## config.mk

```make
export PLATFORM = sky130hd
export DESIGN_NAME = exec_controller
export DESIGN_NICKNAME = d
export VERILOG_FILES = /design/src/rtl/exec_controller_pkg.sv /design/src/rtl/exec_controller_instr_buffer.sv /design/src/rtl/exec_controller.sv
export SDC_FILE = /design/constraint.sdc
export NUM_CORES = 1
export LEC_CHECK = 0
export ABC_AREA = 1
export BUFFER_PORTS_ARGS = -buffer_cell sky130_fd_sc_hd__buf_4
export CAP_MARGIN = 25
export CORE_MARGIN = 5
export CORE_UTILIZATION = 43
export DETAILED_ROUTE_END_ITERATION = 8
export PLACE_DENSITY = 0.7
export SLEW_MARGIN = 0
export SYNTH_ARGS = -nofsm -noshare
export SYNTH_HDL_FRONTEND = slang
export SYNTH_HIERARCHICAL = 1
export SYNTH_SLANG_ARGS = --single-unit
```

## constraint.sdc

```tcl
create_clock -name clk -period 4.1 [get_ports clk]
set_input_delay 0.41 -clock clk [delete_from_list [all_inputs] [get_ports clk]]
set_output_delay 0.41 -clock clk [all_outputs]
set_load 0.02 [all_outputs]
```

## src/rtl/exec_controller_pkg.sv

```systemverilog
// rtl/exec_controller_pkg.sv - shared state codes and sizing defaults for the sequencer
package exec_controller_pkg;

    localparam int DEFAULT_DEPTH    = 16;
    localparam int DEFAULT_ADDR_W   = $clog2(DEFAULT_DEPTH);
    localparam int DEFAULT_TICK_DIV = 4;

    typedef enum logic [2:0] {
        ST_LOAD = 3'd0,
        ST_IDLE = 3'd1,
        ST_RUN  = 3'd2,
        ST_STEP = 3'd3,
        ST_HALT = 3'd4
    } state_e;

endpackage

```

## src/rtl/exec_controller_instr_buffer.sv

```systemverilog
// rtl/exec_controller_instr_buffer.sv - DEPTH x 8 instruction store, sync write, async read
module instr_buffer #(
    parameter int DEPTH  = 16,
    parameter int ADDR_W = 4
) (
    input  logic              clk,
    input  logic              reset,
    input  logic              wr_en,
    input  logic [ADDR_W-1:0] wr_addr,
    input  logic [7:0]        wr_data,
    input  logic [ADDR_W-1:0] rd_addr,
    output logic [7:0]        rd_data
);

    logic [7:0] mem [DEPTH];

    // Storage: cleared to zero by reset so an unloaded program reads as 8'h00.
    always_ff @(posedge clk or negedge reset) begin
        if (!reset) begin
            for (int i = 0; i < DEPTH; i++) begin
                mem[i] <= 8'h00;
            end
        end else if (wr_en) begin
            mem[wr_addr] <= wr_data;
        end
    end

    // Read path is combinational so the core sees instruction[pc] in the same cycle.
    assign rd_data = mem[rd_addr];

endmodule

```

## src/rtl/exec_controller.sv

```systemverilog
// rtl/exec_controller.sv - run/step/halt/breakpoint sequencer issuing core_en strobes
module exec_controller
    import exec_controller_pkg::*;
#(
    parameter int DEPTH    = DEFAULT_DEPTH,
    parameter int TICK_DIV = DEFAULT_TICK_DIV
) (
    input  logic       clk,
    input  logic       reset,
    input  logic       load_valid,
    output logic       load_ready,
    input  logic [7:0] load_data,
    input  logic       load_req,
    input  logic       run_req,
    input  logic       step_req,
    input  logic       halt_req,
    input  logic       bp_en,
    input  logic [7:0] bp_addr,
    input  logic [7:0] core_pc,
    output logic [7:0] instruction,
    output logic       core_en,
    output logic [2:0] state,
    output logic       bp_hit
);

    localparam int ADDR_W = $clog2(DEPTH);
    localparam int TICK_W = $clog2(TICK_DIV);

    state_e            state_q, state_d;
    logic [TICK_W-1:0] tick_q, tick_d;
    logic [ADDR_W-1:0] wr_ptr_q, wr_ptr_d;
    logic              bp_mask_q, bp_mask_d;
    logic              core_en_q, core_en_d;
    logic              bp_hit_q, bp_hit_d;
    logic              wr_en;
    logic              tick_last;
    logic              bp_match;

    assign tick_last = (tick_q == TICK_W'(TICK_DIV - 1));
    assign bp_match  = bp_en && (core_pc == bp_addr) && !bp_mask_q;

    instr_buffer #(
        .DEPTH  (DEPTH),
        .ADDR_W (ADDR_W)
    ) u_instr_buffer (
        .clk     (clk),
        .reset   (reset),
        .wr_en   (wr_en),
        .wr_addr (wr_ptr_q),
        .wr_data (load_data),
        .rd_addr (core_pc[ADDR_W-1:0]),
        .rd_data (instruction)
    );

    // State register: core_en is registered so the strobe is glitch-free for the core.
    always_ff @(posedge clk or negedge reset) begin
        if (!reset) begin
            state_q   <= ST_LOAD;
            tick_q    <= '0;
            wr_ptr_q  <= '0;
            bp_mask_q <= 1'b0;
            core_en_q <= 1'b0;
            bp_hit_q  <= 1'b0;
        end else begin
            state_q   <= state_d;
            tick_q    <= tick_d;
            wr_ptr_q  <= wr_ptr_d;
            bp_mask_q <= bp_mask_d;
            core_en_q <= core_en_d;
            bp_hit_q  <= bp_hit_d;
        end
    end

    // Next-state logic: request priority is halt > load > step > run.
    always_comb begin
        state_d   = state_q;
        tick_d    = tick_q;
        wr_ptr_d  = wr_ptr_q;
        bp_mask_d = bp_mask_q;
        core_en_d = 1'b0;
        bp_hit_d  = bp_hit_q;
        wr_en     = 1'b0;
        case (state_q)
            ST_LOAD: begin
                if (load_valid) begin
                    wr_en    = 1'b1;
                    wr_ptr_d = wr_ptr_q + ADDR_W'(1);
                    if (wr_ptr_q == ADDR_W'(DEPTH - 1)) begin
                        state_d = ST_IDLE;
                    end
                end
                if (run_req) begin
                    state_d = ST_IDLE;
                end
            end
            ST_IDLE, ST_HALT: begin
                if (halt_req) begin
                    state_d = ST_HALT;
                end else if (load_req) begin
                    state_d  = ST_LOAD;
                    wr_ptr_d = '0;
                end else if (step_req) begin
                    state_d   = ST_STEP;
                    core_en_d = 1'b1;
                    bp_hit_d  = 1'b0;
                end else if (run_req) begin
                    state_d   = ST_RUN;
                    tick_d    = '0;
                    bp_mask_d = 1'b1;
                end
            end
            ST_RUN: begin
                if (halt_req) begin
                    state_d = ST_HALT;
                    tick_d  = '0;
                end else if (tick_last) begin
                    tick_d = '0;
                    if (bp_match) begin
                        state_d  = ST_HALT;
                        bp_hit_d = 1'b1;
                    end else begin
                        core_en_d = 1'b1;
                        bp_mask_d = 1'b0;
                    end
                end else begin
                    tick_d = tick_q + TICK_W'(1);
                end
            end
            ST_STEP: begin
                state_d = ST_HALT;
            end
            default: begin
                state_d = ST_LOAD;
            end
        endcase
    end

    assign load_ready = (state_q == ST_LOAD);
    assign core_en    = core_en_q;
    assign state      = state_q;
    assign bp_hit     = bp_hit_q;

endmodule

```

==> qor.yml, run 1 <==
outcome: "finished clean"
setup_tns_ns: 0
nFillCells: 1625
num-nets-final: 1028
reg2reg_to: "u_instr_buffer/mem[85]$_DFFE_PN0P_"
final.setup.worst_slack_ns: 1.75
ant_nets: 0
drv_slew: 0
antenna_found_initial: 0
finalPower_mw: 5.05
post-place-ws_ns: 1.79
avgSynthCellArea_um2: 7.41
grt_usage: 0.197
rsz0062_at_grt: "no"
clk_pin_slew_worst_paths_ns: 0.06
worstHoldPathType: "in2async"
min_period_ns: 2.35
wire_per_inst_um: 15.2
cts_tree: "built"
drt_iter0_drc: 467
fmax_mhz: 426
vias: 6185
post_synth_num_cell_types: 30
worst_pin_slew_ns: 0.713
antennaDiodeCount: 0
required_ns: 3.69
crit_path_max_incr_delay_ns: 0.43
critPathLaunchType: "primary input"
place.gp.congestion: 0.843
crit_buf_inv: 4
hold_viol_final: 0
post-synth-top-area-cell: "dfrtp_1"
chipWidth_um: 139
netSwitchingPower_mw: 1.70
post_dp_cell_area_um2: 7580
drc: 0
die-area_um2: 19400
period_share: 0.572
cp.arrival_ns: 1.94
root_buffer: "clkbuf_16"
core-area_um2: 16500
final_cells: 1226
crit_slowest_cell: "inv_1"
area_growth_pct: 13.5
pwr-share-comb: 0.270
maxCapViolations: 0
numCtsBuffers: 17
cts-resized-gates: 0
cts_hold_buffers: 0
ys_seq_area_frac: 0.486
synthTopCellsByArea: "dfrtp_1 49%, nand2_1 19%, o21ai_0 8.8%"
wl_mm: 18.7
design_area_um2: 8170
gr-total-overflow: 0
htreeDepth: 4
p_seq_frac: 0.420
ir_drop_v: 0.000340
whs_ns: 0.0147
initial_utilization: 0.436
ios: 46
grt_pass1_vias: 5901
via_per_inst: 5.04
clkPwrFrac: 0.310
syn_area_um2: 7200
die_h_um: 139
final_cell_mix: "356 x nand2_1, 140 x dfrtp_1, 138 x inv_1, 126 x o21ai_0, 109 x nand3_1"
final_core_util: 0.495
cts_sinks: 140
syn_inst: 972
intPower_mw: 3.35
power.density_nw_per_um2: 618
hpwl_mm: 12.0
final_common_cell: "nand2_1"
synth_top_area_share: 0.486
post_cts_buffers: 0
cts_buffer_depth: 2
grt_pass1_wl_mm: 30.7
worstSetupPathType: "in2out"
rows: 47
power_leakage_nw: 4.14
drive_gt1_frac: 0.0994
slew_headroom: 0.523
syn_nets: 1006
port_buffers: 45
final.setup_skew_ns: 0.00782
yosys_warnings: 6
dr.pass1.iters: 5
worstPathCellList: "buf_4, inv_1, buf_4, nand3_1, nand3_1, nand3_1, nand2_1, buf_4"
dp_cells: 1195
clk_latency_ns: 0.42
reg2reg_from: "state[0]$_DFFE_PN0P_"
regToRegSetupSlack_ns: 1.79
setup_viol: 0
end_kind: "output pin"
reg2reg_depth: 7
path_max_fanout: 18
critPathTopFamily: "buffers and inverters"
grt_start_max_net_pins: 75
ys_ff_latch: 140
p_sw_frac: 0.337
[cell families (layout without fill, tap and decap cells)]
group | count (synthesis) | count (layout) | share of synthesized area
DFF | 140 | 140 | 0.486
muxes | 1 | 1 | 0.00139
buffers and inverters | 191 | 225 | 0.117
xor gates and xnor gates | 2 | 2 | 0.00243
and+or+nand+nor | 493 | 493 | 0.285
adders and majority gates | 2 | 2 | 0.00347
AOI/OAI and AO/OA | 143 | 143 | 0.104
[synth_stat cells, drive strengths merged]
cell and count:
o21ai 136, o31ai 2, nand2 363, clkinv 1
inv 142, nand3 110, nor3 1, a21oi 4
clkbuf 22, buf 26, nor2 17, xor2 2
ha 2, nand4 2, o211ai 1, dfrtp 140
mux2i 1
[metal layers]
layer | track usage | up-vias | wire [um]
li1 | - | 3063 | -
met1 | 0.259 | 2918 | 8130
met2 | 0.320 | 170 | 9050
met3 | 0.0453 | 34 | 1090
met4 | 0.0716 | 0 | 412
met5 | 0 | - | 0
[registers in the layout (all words and copies together), names as in the netlist]
register,flops
bp_hit,1
bp_mask_q,1
core_en,1
state,3
tick_q,2
u_instr_buffer/mem,128
wr_ptr_q,4
[worst max path at each step]
stage                               from  depth (start not counted)                            endpoint
floorplan           state[2]$_DFFE_PN0P_                          9  u_instr_buffer/mem[85]$_DFFE_PN0P_
global placement              core_pc[0]                          8                      instruction[7]
detailed placement            core_pc[1]                          8                      instruction[2]
CTS                           core_pc[1]                          8                      instruction[2]
global route        state[0]$_DFFE_PN0P_                          7  u_instr_buffer/mem[86]$_DFFE_PN0P_
finish                        core_pc[1]                          8                      instruction[7]
[power groups by stage]
stage | logic (mW) | clock network [mW] | registers (mW)
final | 1.36 | 1.56 | 2.12
after global routing | 1.58 | 1.65 | 2.18
after global placement | 1.32 | 0 | 2.12
after CTS | 1.37 | 1.59 | 2.12
after detailed placement | 1.36 | 0 | 2.14
after floorplan | 1.02 | 0 | 2.08
[worst reg2reg max path: cells and delay by family (launching register included)]
| kind | cells | cell delay (ns) |
|---|---|---|
| buffers and inverters | 1 | 0.10 |
| AO/OA/AOI/OAI | 1 | 0.33 |
| AND/OR/NAND/NOR | 5 | 1.30 |
| flip-flops | 1 | 0.48 |
[layout make-up]
class / count / area [um2] / area share
inverter: 143 / 543 / 0.0664
multi-input combinational: 641 / 2860 / 0.350
clock inverter: 7 / 113 / 0.0138
sequential: 140 / 3500 / 0.429
clock buffer: 24 / 482 / 0.0589
tap: 220 / 275 / 0.0337
timing repair buffer: 51 / 399 / 0.0488
(Power assumes the default switching activity.)
==> run 2: changes to the inputs <==
==> constraint.sdc (replaced) <==
create_clock -name clk -period 2.33 [get_ports clk]
set_input_delay 0.233 -clock clk [delete_from_list [all_inputs] [get_ports clk]]
set_output_delay 0.233 -clock clk [all_outputs]
set_load 0.02 [all_outputs]
==> qor.yml, run 2 (synthesis results as in run 1) <==
min_period_ns: 2.15
design_area_um2: 8300
port_buffers: 45
drive_gt1_frac: 0.108
ios: 46
wl_mm: 18.3
power.density_nw_per_um2: 1090
p_seq_frac: 0.409
power_leakage_nw: 4.21
final.setup_skew_ns: 0.00706
grt_usage: 0.198
cp.arrival_ns: 2.41
chipWidth_um: 139
wire_per_inst_um: 14.9
post_cts_buffers: 0
dr.pass1.iters: 5
clkPwrFrac: 0.322
clk_pin_slew_worst_paths_ns: 0.06
grt_pass1_wl_mm: 30.8
top_register: "u_instr_buffer/mem"
drv_slew: 0
worst_pin_slew_ns: 0.739
drt_iter0_drc: 602
antenna_found_initial: 0
area_growth_pct: 15.2
outcome: "finished clean"
num-nets-final: 1036
maxCapViolations: 0
fmax_mhz: 466
period_share: 0.921
cts_buffer_depth: 2
final_cell_mix: "354 x nand2_1, 140 x dfrtp_1, 138 x inv_1, 126 x o21ai_0, 109 x nand3_1"
hpwl_mm: 11.8
rows: 47
gr-total-overflow: 0
finalPower_mw: 9.08
die_h_um: 139
end_kind: "flip-flop"
via_per_inst: 5.00
htreeDepth: 4
grt_start_max_net_pins: 66
numCtsBuffers: 17
path_max_fanout: 16
cts_sinks: 140
final_common_cell: "nand2_1"
initial_utilization: 0.436
clk_latency_ns: 0.42
post_dp_cell_area_um2: 7640
grt_pass1_vias: 5889
cts_tree: "built"
root_buffer: "clkbuf_16"
worstHoldPathType: "in2reg"
worstSetupPathType: "reg2reg"
ant_nets: 0
intPower_mw: 6.09
largest_reg_flops: 128
critPathLaunchType: "flip-flop"
setup_tns_ns: 0
hold_viol_final: 0
pwr-share-comb: 0.268
netSwitchingPower_mw: 2.99
place.gp.congestion: 0.847
drc: 0
vias: 6170
whs_ns: 0.133
slew_headroom: 0.507
die-area_um2: 19400
antennaDiodeCount: 0
core-area_um2: 16500
required_ns: 2.59
rsz0062_at_grt: "yes"
setup_viol: 0
p_sw_frac: 0.330
ir_drop_v: 0.000837
run 2: metal layers:
metal  GRT usage  vias to the layer above  routed length, um
met3      0.0573                       18               1230
li1            -                     3079                  -
met2       0.308                      170               8560
met1       0.271                     2903               8320
met4      0.0577                        0                226
met5           0                        -                  0
run 2: power groups by stage:
| stage | clock network (mW) | logic, mW | registers, mW |
|---|---|---|---|
| final | 2.93 | 2.44 | 3.72 |
| after global routing | 3.10 | 2.84 | 3.82 |
| after CTS | 2.97 | 2.45 | 3.71 |
| after detailed placement | 0 | 2.42 | 3.73 |
| after global placement | 0 | 2.36 | 3.72 |
| after floorplan | 0 | 1.80 | 3.65 |
run 2: layout make-up:
type	instances	area, um2
fillers	1584	8230
multi-input cells	641	2860
flip-flops and latches	140	3500
inverters	143	543
clock inverters	6	130
clock buffers	26	509
well taps	220	275
repair buffers	59	474
run 2: worst max-delay path, cell delays in order (launching register included):
cell	delay, ns
dfrtp_1	0.43
inv_1	0.14
nand3_2	0.11
nor2_1	0.29
nand2_1	0.17
nor2_2	0.22
nand2_1	0.36
nand2_1	0.17
o21ai_0	0.11
run 2: worst paths after layout:
path,slack [ns],end,depth (start not counted),startpoint
max in group asynchronous,1.29,u_instr_buffer/mem[83]$_DFFE_PN0P_,3,reset
setup / recovery,0.18,u_instr_buffer/mem[35]$_DFFE_PN0P_,8,state[2]$_DFFE_PN0P_
hold reg to reg,0.48,tick_q[1]$_DFFE_PN0P_,2,tick_q[1]$_DFFE_PN0P_
setup reg to reg,0.18,u_instr_buffer/mem[35]$_DFFE_PN0P_,8,state[2]$_DFFE_PN0P_
hold / removal,0.13,tick_q[0]$_DFFE_PN0P_,4,halt_req
min in group asynchronous,0.31,u_instr_buffer/mem[5]$_DFFE_PN0P_,2,reset
run 2: metrics by stage:
stage	setup WS, ns	std cells	util
floorplan	0.500	972	-
global placement	0.361	1202	0.463
finish	0.183	1235	0.502
detailed placement	0.271	1202	0.463
global route	-0.0902	1235	0.502
CTS	0.221	1235	0.502
run 2: timing repair:
item,CTS,global route
hold endpoints to repair,44,0
hold buffers,1,0
gates resized for setup,0,2
setup endpoints to repair,0,63
==> run 3: changes to the inputs <==
--- a/config.mk
+++ b/config.mk
@@ -6,12 +6,14 @@
 export NUM_CORES = 1
 export LEC_CHECK = 0
 export ABC_AREA = 1
+export ABC_CLOCK_PERIOD_IN_PS = 2330
 export BUFFER_PORTS_ARGS = -buffer_cell sky130_fd_sc_hd__buf_4
 export CAP_MARGIN = 25
 export CORE_MARGIN = 5
-export CORE_UTILIZATION = 43
+export CORE_UTILIZATION = 50
 export DETAILED_ROUTE_END_ITERATION = 8
-export PLACE_DENSITY = 0.7
+export GPL_ROUTABILITY_DRIVEN = 0
+export PLACE_DENSITY = 0.78
 export SLEW_MARGIN = 0
 export SYNTH_ARGS = -nofsm -noshare
 export SYNTH_HDL_FRONTEND = slang
==> qor.yml, run 3 (synthesis results as in run 1) <==
numCtsBuffers: 17
final.setup_skew_ns: 0.00668
dr.pass1.iters: 5
cp-endpoint: "u_instr_buffer/mem[11]$_DFFE_PN0P_"
multi_input_area_um2: 2860
drive_gt1_frac: 0.105
drc: 0
final_cell_mix: "354 x nand2_1, 140 x dfrtp_1, 138 x inv_1, 126 x o21ai_0, 109 x nand3_1"
power.density_nw_per_um2: 1080
drv_slew: 0
outcome: "finished clean"
wl_mm: 18.1
antenna_found_initial: 0
grt_start_max_net_pins: 65
cts_sinks: 140
min_period_ns: 2.18
via_per_inst: 5.22
setup_tns_ns: 0
slew_headroom: 0.519
final_common_cell: "nand2_1"
reg2reg_from: "state[2]$_DFFE_PN0P_"
grt_usage: 0.233
end_kind: "flip-flop"
worst_pin_slew_ns: 0.720
reg2reg_depth: 8
antennaDiodeCount: 0
post_cts_buffers: 0
cts_buffer_depth: 2
rows: 43
regToRegSetupSlack_ns: 0.15
num-nets-final: 1033
ant_nets: 0
regArea_um2: 3500
maxCapViolations: 0
top_register: "u_instr_buffer/mem"
rsz0062_at_grt: "yes"
die-area_um2: 16900
htreeDepth: 4
chipWidth_um: 130
root_buffer: "clkbuf_16"
core-area_um2: 14000
crit_path_start: "state[2]$_DFFE_PN0P_"
vias: 6223
worstSetupPathType: "reg2reg"
required_ns: 2.59
ir_drop_v: 0.000741
worstHoldPathType: "in2reg"
fmax_mhz: 459
critPathLaunchType: "flip-flop"
reg2reg_to: "u_instr_buffer/mem[11]$_DFFE_PN0P_"
cts_tree: "built"
period_share: 0.935
nFillCells: 1275
drt_iter0_drc: 626
hpwl_mm: 11.5
cp.arrival_ns: 2.44
grt_pass1_wl_mm: 30.7
clk_latency_ns: 0.42
die_h_um: 130
clk_pin_slew_worst_paths_ns: 0.06
ios: 46
largest_reg_flops: 128
wire_per_inst_um: 15.2
port_buffers: 45
gr-total-overflow: 0
grt_pass1_vias: 6016
initial_utilization: 0.515
path_max_fanout: 16
power_leakage_nw: 4.15
setup_viol: 0
hold_viol_final: 0
area_growth_pct: 13.1
final_core_util: 0.582
==> run 3: final cells by class <==
| cell class | count | area share |
|---|---|---|
| Clock buffer | 25 | 0.0596 |
| Multi-Input combinational cell | 641 | 0.352 |
| Inverter | 143 | 0.0666 |
| Timing Repair Buffer | 56 | 0.0539 |
| Tap cell | 180 | 0.0276 |
| Clock inverter | 7 | 0.0107 |
| Sequential cell | 140 | 0.430 |
==> run 3: layer usage <==
layer	GRT usage	wire (um)	vias to the layer above	share of wire
li1	-	-	3074	-
met1	0.311	7910	2916	0.44
met2	0.374	8700	202	0.48
met3	0.0536	1170	31	0.064
met4	0.0807	363	0	0.020
met5	0	0	-	0
==> run 3: how the worst min path moves through the flow <==
stage,from,to,slack (ns),cells after the start
global route,halt_req,tick_q[0]$_DFFE_PN0P_,0.16,4
detailed placement,reset,u_instr_buffer/mem[62]$_DFFE_PN0P_,0.27,1
CTS,halt_req,tick_q[0]$_DFFE_PN0P_,0.14,4
global placement,reset,u_instr_buffer/mem[60]$_DFFE_PN0P_,0.27,1
floorplan,reset,bp_hit$_DFFE_PN0P_,-0.06,0
finish,run_req,state[1]$_DFFE_PN0P_,0.15,3
==> run 3: timing repair <==
action / CTS / global route
resized for setup: 0 / 2
hold buffers: 1 / 0
setup endpoints to repair: 0 / 8
hold endpoints to repair: 62 / 0
==> run 3: per-stage QoR <==
| stage | hold WS (ns) | setup slack, ns | power [mW] | instance area [um2] | instances |
|---|---|---|---|---|---|
| floorplan | -0.0626 | 0.500 | 5.45 | 7200 | 972 |
| global placement | 0.273 | 0.371 | 6.05 | 7560 | 1159 |
| CTS | 0.135 | 0.213 | 8.81 | 8140 | 1192 |
| finish | 0.149 | 0.150 | 8.78 | 8150 | 1192 |
| global route | 0.161 | -0.0485 | 9.46 | 8150 | 1192 |
| detailed placement | 0.270 | 0.250 | 6.15 | 7560 | 1159 |
==> run 3: worst max-delay path, cell delays in order, from the launching register on <==
cell and delay [ns]:
dfrtp_1 0.44, inv_1 0.14, nand3_2 0.12, nor2_1 0.30
nand2_1 0.09, nor2_1 0.28, nand2_1 0.39, nand2_1 0.16
o21ai_0 0.10
==> run 3: report_power, final <==
part,total (mW),internal (mW),switching [mW]
sequential,3.73,3.23,0.501
clock,2.62,1.65,0.970
combinational,2.43,0.924,1.51
